**src/rtl/demultiplexer1to16_buf_if.sv**
```systemverilog
// Handshake bundle for the 1-to-16 buffered demultiplexer.
// Single input stream, sixteen independent output lanes.
interface demultiplexer1to16_buf_if #(
  parameter int W = 4
);
  logic            inp_valid;
  logic [W-1:0]    inp_data;
  logic [3:0]      select;
  logic            broadcast;
  logic            inp_ready;
  logic [16*W-1:0] out_data;
  logic [15:0]     out_valid;
  logic [15:0]     out_ready;
  logic [4:0]      occupancy;

  modport master (
    output inp_valid,
    output inp_data,
    output select,
    output broadcast,
    output out_ready,
    input  inp_ready,
    input  out_data,
    input  out_valid,
    input  occupancy
  );

  modport slave (
    input  inp_valid,
    input  inp_data,
    input  select,
    input  broadcast,
    input  out_ready,
    output inp_ready,
    output out_data,
    output out_valid,
    output occupancy
  );
endinterface

```
**src/rtl/demultiplexer1to16_buf.sv**
```systemverilog
// Registered 1-to-16 demux with per-lane holding buffers.
// Lanes refill in the same cycle they drain.
module demultiplexer1to16_buf #(
  parameter int W = 4
) (
  input logic clk,
  input logic reset,
  demultiplexer1to16_buf_if.slave bus
);

  logic [W-1:0] data_q [16];
  logic [15:0]  valid_q;
  logic [4:0]   occ_q;

  logic [15:0]  free;
  logic [15:0]  sel_oh;
  logic [15:0]  drain;
  logic [15:0]  load;
  logic [15:0]  valid_n;
  logic [4:0]   occ_n;
  logic         rdy;

  assign sel_oh = 16'h0001 << bus.select;
  assign free   = ~valid_q | bus.out_ready;
  assign drain  = valid_q & bus.out_ready;

  always_comb begin
    rdy = 1'b0;
    if (!reset) begin
      if (bus.broadcast) rdy = &free;
      else               rdy = |(free & sel_oh);
    end
  end

  always_comb begin
    load = '0;
    if (bus.inp_valid && rdy) begin
      if (bus.broadcast) load = '1;
      else               load = sel_oh;
    end
  end

  assign valid_n = (valid_q & ~drain) | load;

  // Occupancy is derived from the next valid vector so it can never drift.
  always_comb begin
    occ_n = '0;
    for (int i = 0; i < 16; i++) begin
      occ_n = occ_n + {4'd0, valid_n[i]};
    end
  end

  always_ff @(posedge clk) begin
    if (reset) begin
      valid_q <= '0;
      occ_q   <= '0;
      for (int i = 0; i < 16; i++) begin
        data_q[i] <= '0;
      end
    end else begin
      valid_q <= valid_n;
      occ_q   <= occ_n;
      for (int i = 0; i < 16; i++) begin
        if (load[i]) data_q[i] <= bus.inp_data;
      end
    end
  end

  always_comb begin
    bus.out_data = '0;
    for (int i = 0; i < 16; i++) begin
      bus.out_data[i*W +: W] = data_q[i];
    end
  end

  assign bus.inp_ready = rdy;
  assign bus.out_valid = valid_q;
  assign bus.occupancy = occ_q;

endmodule
```
**src/flat_wrapper.sv**
```systemverilog
// flat-port wrapper written by rule: the top's interface ports become plain ports
module demultiplexer1to16_buf_flat 
#(
  parameter int W = 4
)
  (clk, reset, bus_inp_valid, bus_inp_data, bus_select, bus_broadcast, bus_out_ready, bus_inp_ready, bus_out_data, bus_out_valid, bus_occupancy);
  demultiplexer1to16_buf_if #(.W(W)) bus_i ();
  input logic clk;
  input logic reset;
  input wire logic [$bits(bus_i.inp_valid)-1:0] bus_inp_valid;
  input wire logic [$bits(bus_i.inp_data)-1:0] bus_inp_data;
  input wire logic [$bits(bus_i.select)-1:0] bus_select;
  input wire logic [$bits(bus_i.broadcast)-1:0] bus_broadcast;
  input wire logic [$bits(bus_i.out_ready)-1:0] bus_out_ready;
  output wire logic [$bits(bus_i.inp_ready)-1:0] bus_inp_ready;
  output wire logic [$bits(bus_i.out_data)-1:0] bus_out_data;
  output wire logic [$bits(bus_i.out_valid)-1:0] bus_out_valid;
  output wire logic [$bits(bus_i.occupancy)-1:0] bus_occupancy;
  assign bus_i.inp_valid = bus_inp_valid;
  assign bus_i.inp_data = bus_inp_data;
  assign bus_i.select = bus_select;
  assign bus_i.broadcast = bus_broadcast;
  assign bus_i.out_ready = bus_out_ready;
  assign bus_inp_ready = bus_i.inp_ready;
  assign bus_out_data = bus_i.out_data;
  assign bus_out_valid = bus_i.out_valid;
  assign bus_occupancy = bus_i.occupancy;
  demultiplexer1to16_buf #(.W(W)) u_core (.clk(clk), .reset(reset), .bus(bus_i));
endmodule
```
**config.mk**
```make
export PLATFORM = sky130hd
export DESIGN_NAME = demultiplexer1to16_buf_flat
export DESIGN_NICKNAME = d
export VERILOG_FILES = /design/src/rtl/demultiplexer1to16_buf_if.sv /design/src/rtl/demultiplexer1to16_buf.sv /design/src/flat_wrapper.sv
export SDC_FILE = /design/constraint.sdc
export NUM_CORES = 1
export LEC_CHECK = 0
export ABC_AREA = 0
export BUFFER_PORTS_ARGS = -buffer_cell sky130_fd_sc_hd__buf_2
export CAP_MARGIN = 20
export CORE_MARGIN = 5
export CORE_UTILIZATION = 33
export CTS_BUF_LIST = sky130_fd_sc_hd__clkbuf_8 sky130_fd_sc_hd__clkbuf_16
export DETAILED_ROUTE_END_ITERATION = 8
export SETUP_SLACK_MARGIN = 0.05
export SYNTH_ARGS = -nofsm -noshare
export SYNTH_HDL_FRONTEND = slang
export SYNTH_SLANG_ARGS = --single-unit
```
**constraint.sdc**
```tcl
create_clock -name clk -period 15.6 [get_ports clk]
set_input_delay 3.9 -clock clk [delete_from_list [all_inputs] [get_ports clk]]
set_output_delay 3.9 -clock clk [all_outputs]
set_load 0.02 [all_outputs]
```
* Word-level counts from Yosys, hierarchy flattened
Memories as Yosys holds them, arrays and structs flattened.
Cells that the tools add are included.
** Word-level totals
- Output and inout bits :: 86
- Bits of input ports :: 28
- Register bits after elaboration :: 21
- Memories kept :: 1
- RAM bits :: 64
** Memories
- u_core.data_q :: depth 16, width 4, read ports 16, clocked after Yosys merged registers in 0, wr ports 16, RTL line demultiplexer1to16_buf.sv:11 : logic [W-1:0] data_q [16];
** Operators by class
- Muxes and demuxes :: 70
- $add $sub $neg :: 15
- Bitwise gates (word level) :: 23
- Shift-type cells :: 1
- Reduce and logical (&&, ||, !) cells :: 3
** Operators with widths (number)
- adder 5 x 1 -> 5 bit :: 14
- two-way mux 4 bit :: 16
- two-way mux 1 bit :: 52
- bitwise AND 16 bit :: 3
- two-way mux 16 bit :: 2
- inverter 16 bit :: 2
- bitwise OR 16 bit :: 2
- bitwise OR 1 bit :: 16
- AND reduction 16 bit :: 1
- OR reduction 16 bit :: 1
- << shifter 1 x 4 -> 16 bit, first input constant :: 1
- adder 1 x 1 -> 2 bit :: 1
- logical AND 1 bit :: 1

* Logic depth before layout (Yosys ltp)
Gate-level depths: netlist (run 1).
- Depth in word-level cells :: 24
- Gate-level depth with buffers :: 23
- Mapped depth without buffers :: 21

* Worst setup path before layout (run 1)
Ideal clock, no wire load.
- Path type :: input to output
- Start point :: input port bus_select[0]
- End point :: output port bus_inp_ready
- Buffers on the path :: 1
- Required time :: 11700 ps
- Arrival :: 5452 ps
- Cell stages on the path :: 7
- Setup slack :: 6248 ps
- Path through :: nor2_1 -> a22oi_1 -> a32o_1 -> a41oi_4 -> o22ai_4 -> buf_2 -> nor2_1
** Between the ends
- Longest elaborated chain between the ends :: 5
** Ends and longest elaborated chain
- from (decl) :: RTL line flat_wrapper.sv:12 : input wire logic [$bits(bus_i.select)-1:0] bus_select;
- << shifter 1 x 4 -> 16 bit :: RTL line demultiplexer1to16_buf.sv:23 : assign sel_oh = 16'h0001 << bus.select;
- bitwise AND 16 bit :: RTL line demultiplexer1to16_buf.sv:31 : else rdy = |(free & sel_oh);
- OR reduction 16 bit :: RTL line demultiplexer1to16_buf.sv:31
- two-way mux 1 bit :: RTL line demultiplexer1to16_buf.sv:30 : if (bus.broadcast) rdy = &free;
- two-way mux 1 bit :: RTL line demultiplexer1to16_buf.sv:29 : if (!reset) begin
- to (decl) :: RTL line flat_wrapper.sv:15 : output wire logic [$bits(bus_i.inp_ready)-1:0] bus_inp_ready;
No other way between the ends.

* Worst setup path in the final report (run 1)
- Start point :: input port bus_select[1]
- End point :: output port bus_inp_ready
The elaborated chain is that of the path after synthesis.

==> results.cfg, run 1 <==
[outcome]
status = finished clean

[floorplan]
initial_core_util_pct = 33.50
coreArea_mm2 = 0.01257
ios = 114
die_h_um = 123.0
dieArea_mm2 = 0.01512
die_w_um = 123.0
rows = 41

[setup_path]
crit_slowest_cell = buf_4
cpPeakStageDelay_ns = 0.60
cp_common_cell = buf_2
endpoint_kind = primary output
cp-start-kind = input port
cp.arrival_ns = 6.04
worstSetupPathType = input port to primary output
cp_max_fo = 71
worstPathCellList = buf_2 -> and2_0 -> a221o_1 -> o21ai_1 -> a41oi_4 -> o22ai_4 -> buf_4 -> nor2_1 -> buf_2
crit_required_ns = 11.70

[layout]
nFillCells = 1225
drive_above_1_share_pct = 33.87
syn_to_final_growth_pct = 22.97
finalNetCount = 469
final_common_cell = buf_2
layout_common_cells = buf_2, edfxtp_1, nor4b_1, nand2b_1, dfxtp_1
final_cell_area_mm2 = 0.005177

[clock_tree]
ctsHoldBuffers = 0
clk_pin_slew_worst_paths_ns = 0.06
clk_latency_ns = 0.34
numCtsBuffers = 9
cts-resized-gates = 0
cts_setup_buffers = 0
clock_sinks = 85
htree_levels = 3
cts.path.max_buffers = 2
cts_tree = done
root_buffer = clkbuf_16

[drt]
drt_iter0_drc = 257
wl_mm = 11.04
viasPerCell = 5.065
wl_per_cell_um = 18.27
ant_nets = 0
firstDrtPassIters = 5
drcViolationCount = 0
vias = 3059

[power_and_ir_drop]
total_power_mw = 0.6657
power.leakage_nw = 2.069
irDropWorstVdd_mv = 0.05413
p_per_area_mw_per_mm2 = 128.6

[grt]
grt_max_degree = 72
grt_busiest_layer = met2
grt_pass1_wl_mm = 16.59
antenna_found_initial = 1
use_met2_pct = 24.12
track_usage_pct = 14.58
met3_usage_pct = 4.803
use_met1_pct = 17.55
grt_overflow = 0
grt_pass1_vias = 3146

[logic_synthesis]
yosysUniqueCellTypes = 38
yosysSeqAreaShare_pct = 55.63
avgSynthCellArea_um2 = 12.80
ys_seq_elements = 85
synth_area_mm2 = 0.004210
yosys_warnings = 0
synth_nets = 372
postSynthCellCount = 329

[worst_hold_path]
hold_path.class = register to register

[placement]
dpl.hpwl_mm = 7.950
place_congestion = 0.8159
placed_cell_area_mm2 = 0.004852
io_buffers = 113

[sta]
setup_viol = 0
grt_setup_unrepaired = false
worst_slew_pin_slew_ns = 0.9230
fmax_mhz = 100.6
finalCritPeriodShare_pct = 63.70
setup-tns-final_ns = 0
slew_viol_final = 0
min_period_ns = 9.938
relSlewSlack_pct = 38.47
clock_skew_ns = 0.005975
hold_viol_final = 0

[run]
maxCapViolations = 0
[metal layers]
layer | share of wire [%] | vias up
li1 | - | 1450
met1 | 42 | 1471
met2 | 49 | 124
met3 | 7.4 | 12
met4 | 1.3 | 2
met5 | 0.12 | -
[final timing paths]
path	start	to	slack [ns]	cells past startpoint
setup / recovery	bus_select[1]	bus_inp_ready	5.66	9
hold / removal	u_core.bus.out_valid[3]	u_core.bus.out_valid[3]	0.64	2
setup reg to reg	u_core.bus.out_valid[6]	u_core.bus.occupancy[3]	9.83	20
hold reg to reg	u_core.bus.out_valid[3]	u_core.bus.out_valid[3]	0.64	2
[area by class of cell]
type                    instances  area, um2  area share (%)
flip-flops and latches         85       2342           45.24
multi-input cells             196       1639           31.66
clock buffers                   9      225.2           4.350
inverters                      18      67.56           1.305
diodes                          1      2.502         0.04833
repair buffers                116      588.1           11.36
well taps                     172      215.2           4.157
clock inverters                 7      97.59           1.885
[where the power goes]
part	internal, mW	switching, mW
sequential	0.267	0.00634
clock	0.141	0.0903
combinational	0.0525	0.108
[logic make-up after synthesis]
family	after synthesis	synth area share, %
compound gates	78	14.21
xor+xnor	2	0.4161
fa+ha+maj	15	6.241
buf+inv	48	5.497
flops	85	55.63
mux	1	0.2674
simple gates	100	17.74
[registers in the layout, summed over array words and instances, names as in the netlist]
register and cells:
u_core.bus.occupancy 5, u_core.bus.out_valid 16, u_core.data_q 64
[synth_stat cells]
| master | instances | area (um2) |
|---|---|---|
| nor4_1 | 1 | 6.260 |
| buf_6 | 6 | 67.56 |
| nor3b_1 | 1 | 7.510 |
| a21o_1 | 1 | 7.510 |
| mux2_2 | 1 | 11.26 |
| o211ai_1 | 1 | 7.510 |
| xor2_1 | 2 | 17.52 |
| o32ai_1 | 16 | 140.1 |
| a32o_1 | 1 | 10.01 |
| nor3_1 | 1 | 5.000 |
| a41oi_4 | 1 | 27.53 |
| fa_1 | 10 | 200.2 |
| nand4_1 | 5 | 31.28 |
| nand3_1 | 2 | 10.01 |
| o22ai_4 | 1 | 20.02 |
| nor4b_2 | 9 | 135.1 |
| nor2b_1 | 7 | 43.79 |
| clkbuf_1 | 18 | 67.56 |
| dfxtp_1 | 21 | 420.4 |
| or2_2 | 1 | 6.260 |
| o21ai_1 | 2 | 10.01 |
| nand2b_1 | 27 | 168.9 |
| and2_0 | 2 | 12.51 |
| nor2_1 | 10 | 37.54 |
| inv_1 | 18 | 67.56 |
| a22o_1 | 1 | 8.760 |
| o21bai_1 | 16 | 120.1 |
| nand2_1 | 3 | 11.26 |
| ha_1 | 5 | 62.56 |
| a221o_1 | 1 | 10.01 |
| buf_1 | 1 | 3.750 |
| buf_2 | 5 | 25.02 |
| o31a_1 | 5 | 43.79 |
| a21oi_1 | 19 | 95.09 |
| a22oi_1 | 2 | 15.01 |
| nor4b_1 | 31 | 271.5 |
| edfxtp_1 | 64 | 1922 |
| o31ai_1 | 11 | 82.58 |
[critical path: cells and delay by family]
| kind | cells | cell delay (ns) |
|---|---|---|
| AND/OR/NAND/NOR | 2 | 0.36 |
| AO/OA/AOI/OAI | 4 | 0.83 |
| buffers and inverters | 3 | 0.91 |
[metrics by stage]
stage | cells | setup WS (ns) | hold WS (ns) | utilization [%]
3_3_place_gp | 587 | 5.712 | 0.6314 | 38.61
5_1_grt | 603 | 5.539 | 0.6730 | 41.17
2_1_floorplan | 329 | 6.248 | 0.6291 | -
6_report | 604 | 5.662 | 0.6397 | 41.19
4_1_cts | 603 | 5.698 | 0.6346 | 41.17
3_5_place_dp | 587 | 5.708 | 0.6127 | 38.61
No activity file was read; power rests on OpenSTA's default activity.
==> run 2, diff against run 1 <==
==> constraint.sdc (replaced) <==
create_clock -name clk -period 8.2 [get_ports clk]
set_input_delay 2.05 -clock clk [delete_from_list [all_inputs] [get_ports clk]]
set_output_delay 2.05 -clock clk [all_outputs]
set_load 0.02 [all_outputs]
==> results.cfg, run 2 (same netlist as run 1, synthesis figures left out) <==
[outcome]
status = finished clean

[sta]
finalCritPeriodShare_pct = 86.35
whs_ns = 0.6334
hold_viol_final = 0
relSlewSlack_pct = 43.19
min_period_ns = 7.081
grt_setup_unrepaired = false
setup-tns-final_ns = 0
clock_skew_ns = 0.007394
slew_viol_final = 0
fmax_mhz = 141.2
setup_viol = 0
worst_slew_pin_slew_ns = 0.8465

[setup_path]
cp_max_fo = 12
worstSetupPathType = input port to register
cp-start-kind = input port
crit_required_ns = 8.41
cp.arrival_ns = 7.29
endpoint_kind = register

[floorplan]
ios = 114
initial_core_util_pct = 33.50
coreArea_mm2 = 0.01257
rows = 41
die_h_um = 123.0
dieArea_mm2 = 0.01512
die_w_um = 123.0

[clock_tree]
numCtsBuffers = 9
ctsHoldBuffers = 0
clk_pin_slew_worst_paths_ns = 0.06
cts.path.max_buffers = 2
clk_latency_ns = 0.33
cts_setup_buffers = 0
root_buffer = clkbuf_16
cts-resized-gates = 0
clock_sinks = 85
cts_tree = done
htree_levels = 3

[layout]
syn_to_final_growth_pct = 22.08
drive_above_1_share_pct = 33.64
antennaDiodeCount = 0
regMostFlops = u_core.data_q
layout_common_cells = buf_2, edfxtp_1, nor4b_1, nand2b_1, dfxtp_1
nFillCells = 1231
final_common_cell = buf_2
largest_reg_flops = 64
finalNetCount = 473

[power_and_ir_drop]
irDropWorstVdd_mv = 0.08393
p_per_area_mw_per_mm2 = 230.4
power.leakage_nw = 2.067

[run]
maxCapViolations = 0

[grt]
grt_pass1_wl_mm = 16.60
grt_max_degree = 49
antenna_found_initial = 1
track_usage_pct = 14.47
grt_overflow = 0
grt_pass1_vias = 3081

[worst_hold_path]
hold_path.class = register to register

[placement]
place_congestion = 0.8526
dpl.hpwl_mm = 8.147
io_buffers = 113

[drt]
firstDrtPassIters = 4
viasPerCell = 5.111
ant_nets = 0
drt_iter0_drc = 273
vias = 3097
wl_per_cell_um = 18.24
wl_mm = 11.05
drcViolationCount = 0
[run 2: cell types whose count changed in the layout (fill, tap and decap cells not counted), sizes merged]
cell and delta:
buf +4, clkinvlp -1, inv +1, clkinv +1
bufinv -2, diode -1
[run 2: path summary, 6_finish.rpt]
check,endpoint,slack (ns),cells past startpoint,startpoint
setup / recovery,u_core.bus.occupancy[3],1.12,20,bus_select[1]
hold / removal,u_core.bus.out_valid[11],0.63,2,u_core.bus.out_valid[11]
setup reg to reg,u_core.bus.occupancy[3],2.82,19,u_core.bus.out_valid[0]
hold reg to reg,u_core.bus.out_valid[11],0.63,2,u_core.bus.out_valid[11]
[run 2: stage by stage]
step	worst slack [ns]	power (mW)	area, um2	std cells	utilization (%)
4_1_cts	1.128	1.197	5140	606	40.90
3_3_place_gp	0.8626	0.8363	4882	591	38.85
3_5_place_dp	0.8072	0.8371	4882	591	38.85
2_1_floorplan	1.236	0.7585	4210	329	-
6_report	1.119	1.184	5140	606	40.90
5_1_grt	0.8835	1.248	5140	606	40.90
[run 2: worst max-delay path, cell delays in order]
cell and delay [ns]:
buf_2 0.11, and2_0 0.29, a221o_1 0.41, o21ai_1 0.14, a41oi_4 0.17, o21ai_1 0.70
o31ai_1 0.21, fa_1 0.51, inv_1 0.05, fa_1 0.47, inv_1 0.05, fa_1 0.50
inv_1 0.05, fa_1 0.50, inv_1 0.06, fa_1 0.43, a21o_1 0.19, a21oi_1 0.17
xor2_1 0.17, nor2_1 0.06
[run 2: routing by layer]
metal	track usage, %	wire length, um	vias to the layer above	share of wire [%]
met5	0	7	-	0.063
met4	5.108	233	2	2.1
met3	4.300	852	15	7.7
met2	23.98	5398	110	49
met1	17.97	4560	1510	41
li1	-	-	1460	-
[run 2: area by class of cell]
type	instances	area (um2)	share of cell area, %
Sequential cell	85	2342	45.57
Multi-Input combinational cell	196	1639	31.89
Timing Repair Buffer	120	618.1	12.03
Clock buffer	9	225.2	4.382
Tap cell	172	215.2	4.187
Inverter	18	67.56	1.315
Clock inverter	6	32.53	0.6329
[run 2: power by group]
group	switching, mW	internal (mW)	leakage [nW]
clock network	0.158	0.201	0.132
registers	0.0121	0.508	0.841
logic	0.205	0.100	1.09
==> run 3, diff against run 2 <==
--- a/config.mk
+++ b/config.mk
@@ -7,8 +7,6 @@
 export LEC_CHECK = 0
 export ABC_AREA = 0
 export BUFFER_PORTS_ARGS = -buffer_cell sky130_fd_sc_hd__buf_2
-export CAP_MARGIN = 20
-export CORE_MARGIN = 5
 export CORE_UTILIZATION = 33
 export CTS_BUF_LIST = sky130_fd_sc_hd__clkbuf_8 sky130_fd_sc_hd__clkbuf_16
 export DETAILED_ROUTE_END_ITERATION = 8
==> results.cfg, run 3 (same netlist as run 1, synthesis figures left out) <==
[placement]
post-place-ws_ns = 0.7519
dpl.cell_count = 584
io_buffers = 113
placed_cell_area_mm2 = 0.004855
dpl.hpwl_mm = 7.705
place_congestion = 0.8810

[sta]
setup-tns-final_ns = 0
grt_setup_unrepaired = false
setup_viol = 0
hold_viol_final = 0
clock_skew_ns = 0.01056
relSlewSlack_pct = 44.41
fmax_mhz = 140.8
min_period_ns = 7.102
slew_viol_final = 0
worst_slack_ns = 1.098
finalCritPeriodShare_pct = 86.62
worst_slew_pin_slew_ns = 0.8282

[clock_tree]
clk_pin_slew_worst_paths_ns = 0.07
clk_latency_ns = 0.35
cts_tree = done
htree_levels = 3
numCtsBuffers = 9
ctsHoldBuffers = 0
root_buffer = clkbuf_16
clock_sinks = 85
cts.path.max_buffers = 2
cts-resized-gates = 0
cts_setup_buffers = 0

[setup_path]
crit_required_ns = 8.41
worstSetupPathType = input port to register
worstPathCellList = buf_2 -> nor2_1 -> a22oi_1 -> a32o_1 -> a41oi_4 -> o22ai_4 -> o31ai_1 -> ha_1 -> inv_1 -> fa_1 -> fa_1 -> inv_1 -> fa_1 -> inv_1 -> fa_1 -> inv_1 -> fa_1 -> a21o_1 -> a21oi_1 -> xor2_1 -> nor2_1
cp_common_cell = fa_1
cp-start-kind = input port
endpoint_kind = register
crit_slowest_cell = fa_1
cp.arrival_ns = 7.32
cpPeakStageDelay_ns = 0.51
cp_max_fo = 13

[floorplan]
die_w_um = 115.0
coreArea_mm2 = 0.01221
die_h_um = 115.0
rows = 40
dieArea_mm2 = 0.01321
ios = 114
initial_core_util_pct = 34.48

[grt]
grt_overflow = 0
grt_pass1_vias = 2993
track_usage_pct = 16.58
grt_max_degree = 60
antenna_found_initial = 0
grt_pass1_wl_mm = 16.30

[layout]
largest_reg_flops = 64
regMostFlops = u_core.data_q
fin_cells = 600
finalNetCount = 470
antennaDiodeCount = 0
final_common_cell = buf_2
layout_common_cells = buf_2, edfxtp_1, nor4b_1, nand2b_1, dfxtp_1
drive_above_1_share_pct = 33.56
final_cell_area_mm2 = 0.005140
syn_to_final_growth_pct = 22.08

[drt]
drcViolationCount = 0
wl_per_cell_um = 17.89
drt_iter0_drc = 243
vias = 3134
ant_nets = 0
firstDrtPassIters = 5
wl_mm = 10.74
viasPerCell = 5.223

[power_and_ir_drop]
irDropWorstVdd_mv = 0.09158
p_per_area_mw_per_mm2 = 237.2
power.leakage_nw = 2.069
total_power_mw = 1.219

[outcome]
status = finished clean

[run]
maxCapViolations = 0

[worst_hold_path]
hold_path.class = register to register
run 3: final cells by class:
cell class / count / area, um2
inverters: 18 / 67.56
repair buffers: 117 / 595.6
clock buffers: 9 / 225.2
multi-input cells: 196 / 1639
flip-flops and latches: 85 / 2342
clock inverters: 7 / 60.06
fillers: 1208 / 7072
well taps: 168 / 210.2
run 3: through the flow:
step / util, % / hold slack, ns
global placement: 39.75 / 0.6271
finish: 42.09 / 0.6276
CTS: 42.09 / 0.6385
detailed placement: 39.75 / 0.6232
floorplan: - / 0.6291
global route: 42.09 / 0.6758
run 3: routing by layer:
metal  vias to the layer above  routed length, um  GRT usage (%)
li1                       1449                  -              -
met3                        20                822          4.692
met1                      1523               4575          20.92
met2                       142               5108          27.19
met5                         -                  0              0
met4                         0                229          5.974
run 3: worst max-delay path, delay by kind of cell:
| family | cells | cell delay [ns] |
|---|---|---|
| AND/OR/NAND/NOR | 2 | 0.51 |
| XOR/XNOR | 1 | 0.18 |
| AO/OA/AOI/OAI | 7 | 1.58 |
| adder cells (fa/ha/maj) | 6 | 2.65 |
| buffers and inverters | 5 | 0.34 |
run 3: final timing paths:
kind                              endpoint                      from  slack, ns  depth (start not counted)
setup / recovery   u_core.bus.occupancy[3]             bus_select[0]       1.10                         21
hold / removal    u_core.bus.out_valid[12]  u_core.bus.out_valid[12]       0.63                          2
setup reg to reg   u_core.bus.occupancy[3]   u_core.bus.out_valid[6]       2.81                         19
hold reg to reg   u_core.bus.out_valid[12]  u_core.bus.out_valid[12]       0.63                          2
run 3: where the power goes:
| group | leakage (nW) | internal [mW] | switching (mW) |
|---|---|---|---|
| clock | 0.148 | 0.232 | 0.165 |
| combinational | 1.08 | 0.0983 | 0.202 |
| sequential | 0.841 | 0.508 | 0.0136 |
| total | 2.07 | 0.839 | 0.380 |
